### config.mk
export PLATFORM = sky130hd
export DESIGN_NAME = wb_arb2
export DESIGN_NICKNAME = d
export VERILOG_FILES = /design/src/rtl/wb_arb2.sv
export SDC_FILE = /design/constraint.sdc
export NUM_CORES = 1
export LEC_CHECK = 0
export BUFFER_PORTS_ARGS = -buffer_cell sky130_fd_sc_hd__buf_2
export CAP_MARGIN = 20
export CORE_UTILIZATION = 34
export CTS_CLUSTER_SIZE = 28
export DETAILED_ROUTE_END_ITERATION = 10
export PLACE_DENSITY = 0.88
export SLEW_MARGIN = 10
export SYNTH_ARGS = -nofsm -noshare
export SYNTH_HDL_FRONTEND = slang
export SYNTH_SLANG_ARGS = --single-unit
### constraint.sdc
create_clock -name wb_clk_i -period 1.6 [get_ports wb_clk_i]
set_input_delay 0.16 -clock wb_clk_i [delete_from_list [all_inputs] [get_ports wb_clk_i]]
set_output_delay 0.16 -clock wb_clk_i [all_outputs]
set_load 0.1 [all_outputs]
### src/rtl/wb_arb2.sv
// wb_arb2: two-master round-robin Wishbone arbiter with per-grant bus timeout.
module wb_arb2 #(
    parameter int ADDR_W  = 8,
    parameter int DATA_W  = 8,
    parameter int TIMEOUT = 15
) (
    input  logic              wb_clk_i,
    input  logic              wb_rst_i,
    input  logic [ADDR_W-1:0] m0_addr_i,
    input  logic [DATA_W-1:0] m0_dat_i,
    output logic [DATA_W-1:0] m0_dat_o,
    input  logic              m0_we_i,
    input  logic              m0_stb_i,
    output logic              m0_ack_o,
    output logic              m0_err_o,
    input  logic [ADDR_W-1:0] m1_addr_i,
    input  logic [DATA_W-1:0] m1_dat_i,
    output logic [DATA_W-1:0] m1_dat_o,
    input  logic              m1_we_i,
    input  logic              m1_stb_i,
    output logic              m1_ack_o,
    output logic              m1_err_o,
    output logic [ADDR_W-1:0] s_addr_o,
    output logic [DATA_W-1:0] s_dat_o,
    input  logic [DATA_W-1:0] s_dat_i,
    output logic              s_we_o,
    output logic              s_stb_o,
    input  logic              s_ack_i,
    output logic [1:0]        gnt_o
);
    localparam int CW = $clog2(TIMEOUT + 1);
    typedef enum logic [1:0] {IDLE, GNT0, GNT1} state_t;
    state_t          state;
    logic            last;
    logic [CW-1:0]   cnt;
    logic            g0, g1, tmo, stb, ack;
    assign g0       = state == GNT0;
    assign g1       = state == GNT1;
    assign tmo      = cnt == CW'(TIMEOUT);
    assign stb      = (g0 & m0_stb_i) | (g1 & m1_stb_i);
    assign s_stb_o  = stb & ~tmo;
    assign s_addr_o = g0 ? m0_addr_i : g1 ? m1_addr_i : '0;
    assign s_dat_o  = g0 ? m0_dat_i : g1 ? m1_dat_i : '0;
    assign s_we_o   = (g0 & m0_we_i) | (g1 & m1_we_i);
    assign ack      = s_ack_i & s_stb_o;
    assign m0_ack_o = g0 & ack;
    assign m1_ack_o = g1 & ack;
    assign m0_err_o = g0 & m0_stb_i & tmo;
    assign m1_err_o = g1 & m1_stb_i & tmo;
    assign m0_dat_o = g0 ? s_dat_i : '0;
    assign m1_dat_o = g1 ? s_dat_i : '0;
    assign gnt_o    = {g1, g0};
    // On a tie the master that was not served last wins, so grants alternate.
    always_ff @(posedge wb_clk_i or negedge wb_rst_i) begin
        if (!wb_rst_i) begin
            state <= IDLE;
            last  <= 1'b1;
            cnt   <= '0;
        end else if (state == IDLE) begin
            cnt <= '0;
            if (m0_stb_i && (!m1_stb_i || last))
                state <= GNT0;
            else if (m1_stb_i)
                state <= GNT1;
        end else if (ack || !stb || tmo) begin
            state <= IDLE;
            last  <= g1;
        end else begin
            cnt <= cnt + 1'b1;
        end
    end
endmodule

==> results of run 1 <==
cell families after synthesis:
logic type               synth area share
multiplexers                       0.0517
AND/OR/NAND/NOR                     0.291
flip-flops                          0.228
buffers and inverters              0.0969
adder cells (fa/ha/maj)            0.0162
AO/OA/AOI/OAI                       0.317
through the flow:
stage | std cells | hold WS, ps | setup WS, ps | util | cell area (um^2)
2_1_floorplan | 90 | -136 | -433 | - | 838
3_3_place_gp | 200 | -11.8 | 113 | 0.925 | 1890
3_5_place_dp | 200 | -3.49 | 25.1 | 0.925 | 1890
==> run summary, run 1 <==
Cells after Synth: 90
ys flop type: dfrtp_1
die height: 49.7 um
Stop stage: 4_1_cts
Halt Reason: [ERROR DPL-0033] detailed placement checks failed during check placement.
Synth top cells by count: a22o_1 (17), and2_1 (16), dfrtp_1 (6)
Root Driver: clkbuf_4
Synth top area share: 0.194
Yosys top cell by area: dfrtp_1
I/O pin count: 87
mapped cell area: 774 um^2
Synth cell types: 32
most common cell in the netlist: a22o_1
Mapped Nets: 138
H-tree depth: 1
register area share after synthesis: 0.228
Async SR Flop Fraction: 1.00
synth warn: 0
Starting Density: 0.379
synthesized flop and latch total: 7
EDFF count, synth: 0
total number of placement rows: 16
Die Width: 49.7 um
TritonCTS Buffers: 3
Final HPWL DP: 3730 um
Post-CTS Hold Buffers: 1
Synth area leaders: dfrtp_1 (19%), a22o_1 (19%), and2_1 (13%)
CTS Buffer Depth: 2
RePlAce Congestion: 0.855
# resized after CTS: 10
total setup buffers inserted after CTS: 7
Post-Syn Area per Cell: 8.61 um^2
port buffer count: 86
status: did not finish
clk sinks: 7
==> run 2, diff against run 1 <==
Settings changed: CORE_AREA set to 2 2 63 65, CORE_UTILIZATION 34 to not set, CTS_CLUSTER_SIZE 28 to not set, DIE_AREA set to 0 0 65 67, PLACE_DENSITY 0.88 to not set, PLACE_DENSITY_LB_ADDON set to 0.15.
==> run 2 against run 1 <==
The flow now finishes, with violations (setup timing). Synthesized area unchanged. Synthesized cell count unchanged.
==> run summary, run 2 <==
port buffer count: 86 (unchanged)
synth warn: 0 (unchanged)
Filler cells: 322
grt peak-use layer: met2
synthesized flop and latch total: 7 (unchanged)
largest net degree at the start of global routing: 28
register area share after synthesis: 0.228 (unchanged)
number of flip-flops in the largest register: 4
most common cell in the netlist: a22o_1
Sw Pwr: 1.79 mW
Async SR Flop Fraction: 1.00 (unchanged)
total number of placement rows: 22 (+6)
drt initial violations: 42
Pins Over Slew Limit: 0
TritonCTS Buffers: 3 (unchanged)
max_cap viols: 0
failing checks: setup timing
RSZ-0062 raised after global routing: yes
Int Power: 1.40 mW
Slew @ Worst Pin: 245 ps
Yosys top cell by area: dfrtp_1
final worst path period need: 1640 ps
clk_lat worst skew: 220 ps
H-tree depth: 1 (unchanged)
Final setup violation count: 2
first drt pass iteration count: 4
CP Class: reg2out
Worst Hold Class: in2reg
Top reg by flops: cnt
crit end category: primary output
mapped cell area: 774 um^2 (unchanged)
Worst Clk Skew: 2.28 ps
logic gate share of total power: 0.842
CTS Buffer Depth: 2 (unchanged)
GRT Residual Overflow: 0
final cell count without fillers: 233
die height: 67 um (+35%)
Area Overhead vs Synth: 168%
switching share of total power: 0.562
met2 Use GR: 0.281
area of the multi-input gates: 616 um^2
Nets: 234
Critical Path AT: 1480 ps
critical path's most frequent cell: and3_4
Largest regs: cnt: 4 flops, state: 2 flops, last: 1 flops
CTS tree: done
Max Freq: 610 MHz
Crit Path Max Fanout: 4
vias in the first global route: 1061
Cells after Synth: 90 (unchanged)
status: finished with violations
Synth cell types: 32 (unchanged)
Root Driver: clkbuf_8
P per Cell Area: 1540 mW/mm^2
Synth top cells by count: a22o_1 (17), and2_1 (16), dfrtp_1 (6)
diode count: 0
I/O pin count: 87 (unchanged)
Die Area: 0.00436 mm^2
Post-Syn Area per Cell: 8.61 um^2 (unchanged)
ys flop type: dfrtp_1
first-pass GRT wire length: 5280 um
DR vias/cell: 4.74
Fin Setup TNS: -77.8 ps
drt total wl: 3620 um
layout cell share with drive strength beyond 1: 0.784
Mapped Nets: 138 (unchanged)
Die Width: 65 um (+31%)
clk sinks: 7 (unchanged)
grt met1 use: 0.186
Reg area: 179 um^2
Top delay family on crit path: flip-flops
most frequent cells in the layout: buf_2 (46), buf_12 (42), and2_2 (16)
Seq pwr share: 0.083
most common cell after layout, fill and taps aside: buf_2
# DRC: 0
initial antenna violation count: 0
Antenna Violating Nets Remaining: 0
Max-slew headroom: 0.835
clock share of power: 0.075
DP Cell Count: 221 (+11%)
Final HPWL DP: 2890 um (-22%)
EDFF count, synth: 0 (unchanged)
period utilization: 1.02
core area: 0.00361 mm^2
delay of the slowest critical-path stage: 380 ps
Starting Density: 0.215 (-0.165)
RePlAce Congestion: 0.767 (-10%)
GRT Util Overall: 0.159
Synth top area share: 0.194 (unchanged)
worst setup margin: -39.8 ps
total number of vias: 1105
crit-path cells: ha_2 -> and3_4 -> a21oi_4 -> and3_4 -> buf_12
GR Util met3: 0.0456
Synth area leaders: dfrtp_1 (19%), a22o_1 (19%), and2_1 (13%)
WP buf/inv: 1
clock transition at the registers of the reported paths: 40 ps
WL per Instance: 15.5 um
CP max stage cell: dfrtp_1
Lkg Pwr: 0.944 nW
Worst VDD drop: 0.817 mV
CP Launch Type: flop
Pwr Total: 3.19 mW
Required @ worst endpoint: 1440 ps
final hold vios: 0
## run 2: cell counts after synthesis
No cell type changed its count.
## run 2: cell families (layout without fill, tap and decap cells)
logic type,Yosys count,count (layout),synth area share
flip-flops,7,7,0.228
AO/OA/AOI/OAI,31,31,0.317
adder cells (fa/ha/maj),1,1,0.0162
multiplexers,4,4,0.0517
buffers and inverters,12,107,0.0969
AND/OR/NAND/NOR,35,35,0.291
## run 2: area by class of cell
type / count / share of cell area
Timing Repair Buffer: 101 / 0.564
Multi-Input combinational cell: 71 / 0.296
Sequential cell: 7 / 0.0861
Tap cell: 48 / 0.0289
Clock buffer: 4 / 0.0217
Inverter: 2 / 0.00361
## run 2: path summary, 6_finish.rpt
| path | from | slack [ps] | endpoint | cells after the start |
|---|---|---|---|---|
| max | cnt[0] | -40 | m0_ack_o | 5 |
| min | m1_stb_i | 170 | state[0] | 2 |
| max reg2reg | state[0] | 200 | cnt[2] | 4 |
| min reg2reg | last | 560 | last | 2 |
| max in group asynchronous | wb_rst_i | 1090 | last | 2 |
| min in group asynchronous | wb_rst_i | 290 | state[0] | 2 |
## run 2: worst reg2reg max path, delay by kind of cell, from the launching register on
family / cells / cell delay, ps
multiplexers: 1 / 250
buffers and inverters: 1 / 200
AO/OA/AOI/OAI: 1 / 180
AND/OR/NAND/NOR: 1 / 240
flip-flops: 1 / 430
## run 2: per-layer routing
layer  routed length [um]  share of wire
met3                  330          0.091
met2                 1830           0.50
met5                    0              0
met4                   14         0.0039
met1                 1450           0.40
## run 2: power by group through the flow
stage	sequential, mW	combinational [mW]	clock, mW
floorplan	0.250	1.67	0
global placement	0.264	2.58	0
detailed placement	0.271	2.60	0
CTS	0.262	2.68	0.242
global route	0.272	2.77	0.258
finish	0.265	2.69	0.238
## run 2: metrics by stage
stage | area (um^2) | hold slack [ps] | utilization | setup WS (ps)
2_1_floorplan | 838 | -136 | - | -433
3_3_place_gp | 1940 | -7.75 | 0.538 | 120
3_5_place_dp | 1940 | -5.77 | 0.538 | 64.1
4_1_cts | 2060 | 164 | 0.570 | -45.3
5_1_grt | 2080 | 190 | 0.576 | -102
6_report | 2080 | 166 | 0.576 | -39.8
## run 2: timing repair
| item | CTS | global route |
|---|---|---|
| setup buffers | 6 | 1 |
| cloned | 0 | 0 |
| hold buffers | 1 | 0 |
| endpoints found under the hold margin | 7 | 0 |
| setup endpoints to repair | 36 | 29 |
| pin swaps | 3 | 1 |
| resized for setup | 6 | 2 |
No activity file was read; power rests on OpenSTA's default activity.
==> run 3, diff against run 2 <==
Settings changed: ABC_AREA set to 1.
==> run 3 against run 2 <==
The flow now finishes without violations. Non-clock buffer count up 1. Via count increased by 3.3%. Synthesized area down 1.8%. Die area unchanged. Sequential cell count unchanged. Worst hold slack improved by 60 ps. Clock skew hardly changed. Core utilization grew 5.2 points. First-iteration DRC count unchanged. Global-route usage down 0.84 points.
==> run summary, run 3 <==
Top delay family on crit path: flip-flops
worst hold path cell count: 3 (+1)
Worst Clk Skew: 2.15 ps (-0.137 ps)
synthesized flop and latch total: 7 (unchanged)
RSZ-0062 raised after global routing: yes
number of flip-flops in the largest register: 4 (unchanged)
clk sinks: 7 (unchanged)
Synth cell types: 23 (-28%)
GRT Residual Overflow: 0 (unchanged)
drt total wl: 3280 um (-9.4%)
die height: 67 um (unchanged)
WP buf/inv: 3 (+2)
status: finished, final reports clean
Crit Path Max Fanout: 18 (+14)
Final setup violation count: 0 (-2)
CP Depth: 5 (unchanged)
clk_lat worst skew: 230 ps (about the same)
I/O pin count: 87 (unchanged)
Area Overhead vs Synth: 198%
EDFF count, synth: 0 (unchanged)
Max Freq: 628 MHz (+3.1%)
grt peak-use layer: met2
CP max stage cell: dfrtp_2
crit end category: primary output
drt initial violations: 42 (unchanged)
Synth area leaders: dfrtp_1 (20%), a22o_1 (18%), nor2_1 (9.9%)
Synth top area share: 0.197 (+0.00351)
Die Width: 65 um (unchanged)
WL per Instance: 12.6 um (-19%)
synth warn: 0 (unchanged)
total number of placement rows: 22 (unchanged)
Antenna Violating Nets Remaining: 0 (unchanged)
register area share after synthesis: 0.232 (+0.00412)
GRT Util Overall: 0.151 (-0.00844)
first-pass GRT wire length: 5190 um (-1.7%)
core area: 0.00361 mm^2 (unchanged)
Slew @ Worst Pin: 294 ps (+48.9 ps)
critical path's most frequent cell: buf_12
GR Util met3: 0.0321 (-0.0135)
Largest regs: cnt: 4 flops, state: 2 flops, last: 1 flops
most common cell after layout, fill and taps aside: buf_2
met2 Use GR: 0.271 (-0.0103)
CP Launch Type: flop
final worst path period need: 1590 ps (-48.7 ps)
clock transition at the registers of the reported paths: 40 ps (about the same)
total number of vias: 1141 (+3.3%)
initial antenna violation count: 0 (unchanged)
Fin Setup TNS: 0 ps (+77.8 ps)
final hold vios: 0 (unchanged)
delay of the slowest critical-path stage: 470 ps (+90 ps)
mapped cell area: 761 um^2 (-1.8%)
ys flop type: dfrtp_1
Final HPWL DP: 2600 um (-10%)
Yosys top cell by area: dfrtp_1
most common cell in the netlist: nor2_1
# DRC: 0 (unchanged)
Nets: 262 (+12%)
Required @ worst endpoint: 1440 ps (about the same)
DP Cell Count: 245 (+11%)
Cells after Synth: 112 (+24%)
Max-slew headroom: 0.802 (-0.0333)
diode count: 0 (unchanged)
reg2reg path depth: 8 (+4)
Async SR Flop Fraction: 1.00 (unchanged)
Synth top cells by count: nor2_1 (20), nand2_1 (19), a22o_1 (16)
final cell count without fillers: 261 (+12%)
Pins Over Slew Limit: 0 (unchanged)
vias in the first global route: 1135 (+7.0%)
crit-path cells: inv_4 -> nor2_4 -> buf_12 -> a22o_2 -> buf_12
CP Class: reg2out
CTS tree: done
Top reg by flops: cnt
max_cap viols: 0 (unchanged)
CTS Buffer Depth: 2 (unchanged)
RePlAce Congestion: 0.793 (+3.4%)
Post-Syn Area per Cell: 6.79 um^2 (-21%)
layout cell share with drive strength beyond 1: 0.770 (-0.0138)
most frequent cells in the layout: buf_2 (46), buf_12 (42), nand2_1 (17)
TritonCTS Buffers: 3 (unchanged)
Mapped Nets: 160 (+16%)
port buffer count: 86 (unchanged)
largest net degree at the start of global routing: 19 (-32%)
DR vias/cell: 4.37 (-7.8%)
Starting Density: 0.211 (-0.00382)
Root Driver: clkbuf_8
first drt pass iteration count: 4 (unchanged)
grt met1 use: 0.181 (-0.00481)
H-tree depth: 1 (unchanged)
Die Area: 0.00436 mm^2 (unchanged)
Worst Hold Class: in2reg
Critical Path AT: 1430 ps (-50 ps)
fin util: 0.628 (+0.0520)
period utilization: 0.994 (-0.0304)
run 3: layer usage:
layer  routed length, um  part of all wire  up-vias
met5                   0                 0        -
met3                 331              0.10        5
met2                1610              0.49       59
met4                  29            0.0088        0
met1                1300              0.40      507
li1                    -                 -      570
run 3: path summary, 6_finish.rpt:
check / from / endpoint / slack, ps
max: state[0] / s_addr_o[6] / 9
min: m1_stb_i / state[1] / 230
max in group asynchronous: wb_rst_i / last / 1090
min in group asynchronous: wb_rst_i / state[0] / 280
max reg2reg: state[1] / state[0] / 330
min reg2reg: last / last / 460
run 3: cells by family (layout without fill, tap and decap cells):
family                   Yosys count  after routing  share of synthesized area
buffers and inverters             25            126                      0.150
AND/OR/NAND/NOR                   59             59                      0.375
adder cells (fa/ha/maj)            1              1                     0.0164
flip-flops                         7              7                      0.232
AO/OA/AOI/OAI                     20             20                      0.227
run 3: per-stage QoR:
| stage | instance area [um^2] | hold WS, ps | setup WS (ps) |
|---|---|---|---|
| global route | 2270 | 256 | -42.8 |
| floorplan | 885 | -136 | -185 |
| finish | 2270 | 227 | 8.87 |
| global placement | 1980 | -2.88 | 170 |
| CTS | 2140 | 232 | -0.475 |
| detailed placement | 1980 | -0.461 | 140 |
run 3: cell type report:
cell class | count | area [um^2]
fill | 287 | 1340
timing repair buffer | 102 | 1180
multi-input combinational | 80 | 707
sequential | 7 | 179
inverter | 20 | 92.6
tap | 48 | 60.1
clock buffer | 4 | 45.0
run 3: repair_timing:
| action | CTS | global route |
|---|---|---|
| hold buffers | 1 | 0 |
| resized for setup | 10 | 13 |
| setup buffers | 7 | 4 |
| setup endpoints to repair | 25 | 29 |
| hold endpoints to repair | 7 | 0 |
| pin swaps | 5 | 1 |
run 3: worst reg2reg max path, cell delays in order (launching register included):
cell and delay, ps:
dfrtp_2 450, buf_6 140, nand3_4 80, nand2_4 60
buf_4 140, nand3_4 100, nand2_2 80, nand2_1 70
nand2_1 50
Power of run 3 is not shown: default switching activity piles up to over one toggle a cycle in this logic, so the estimate is an artifact.
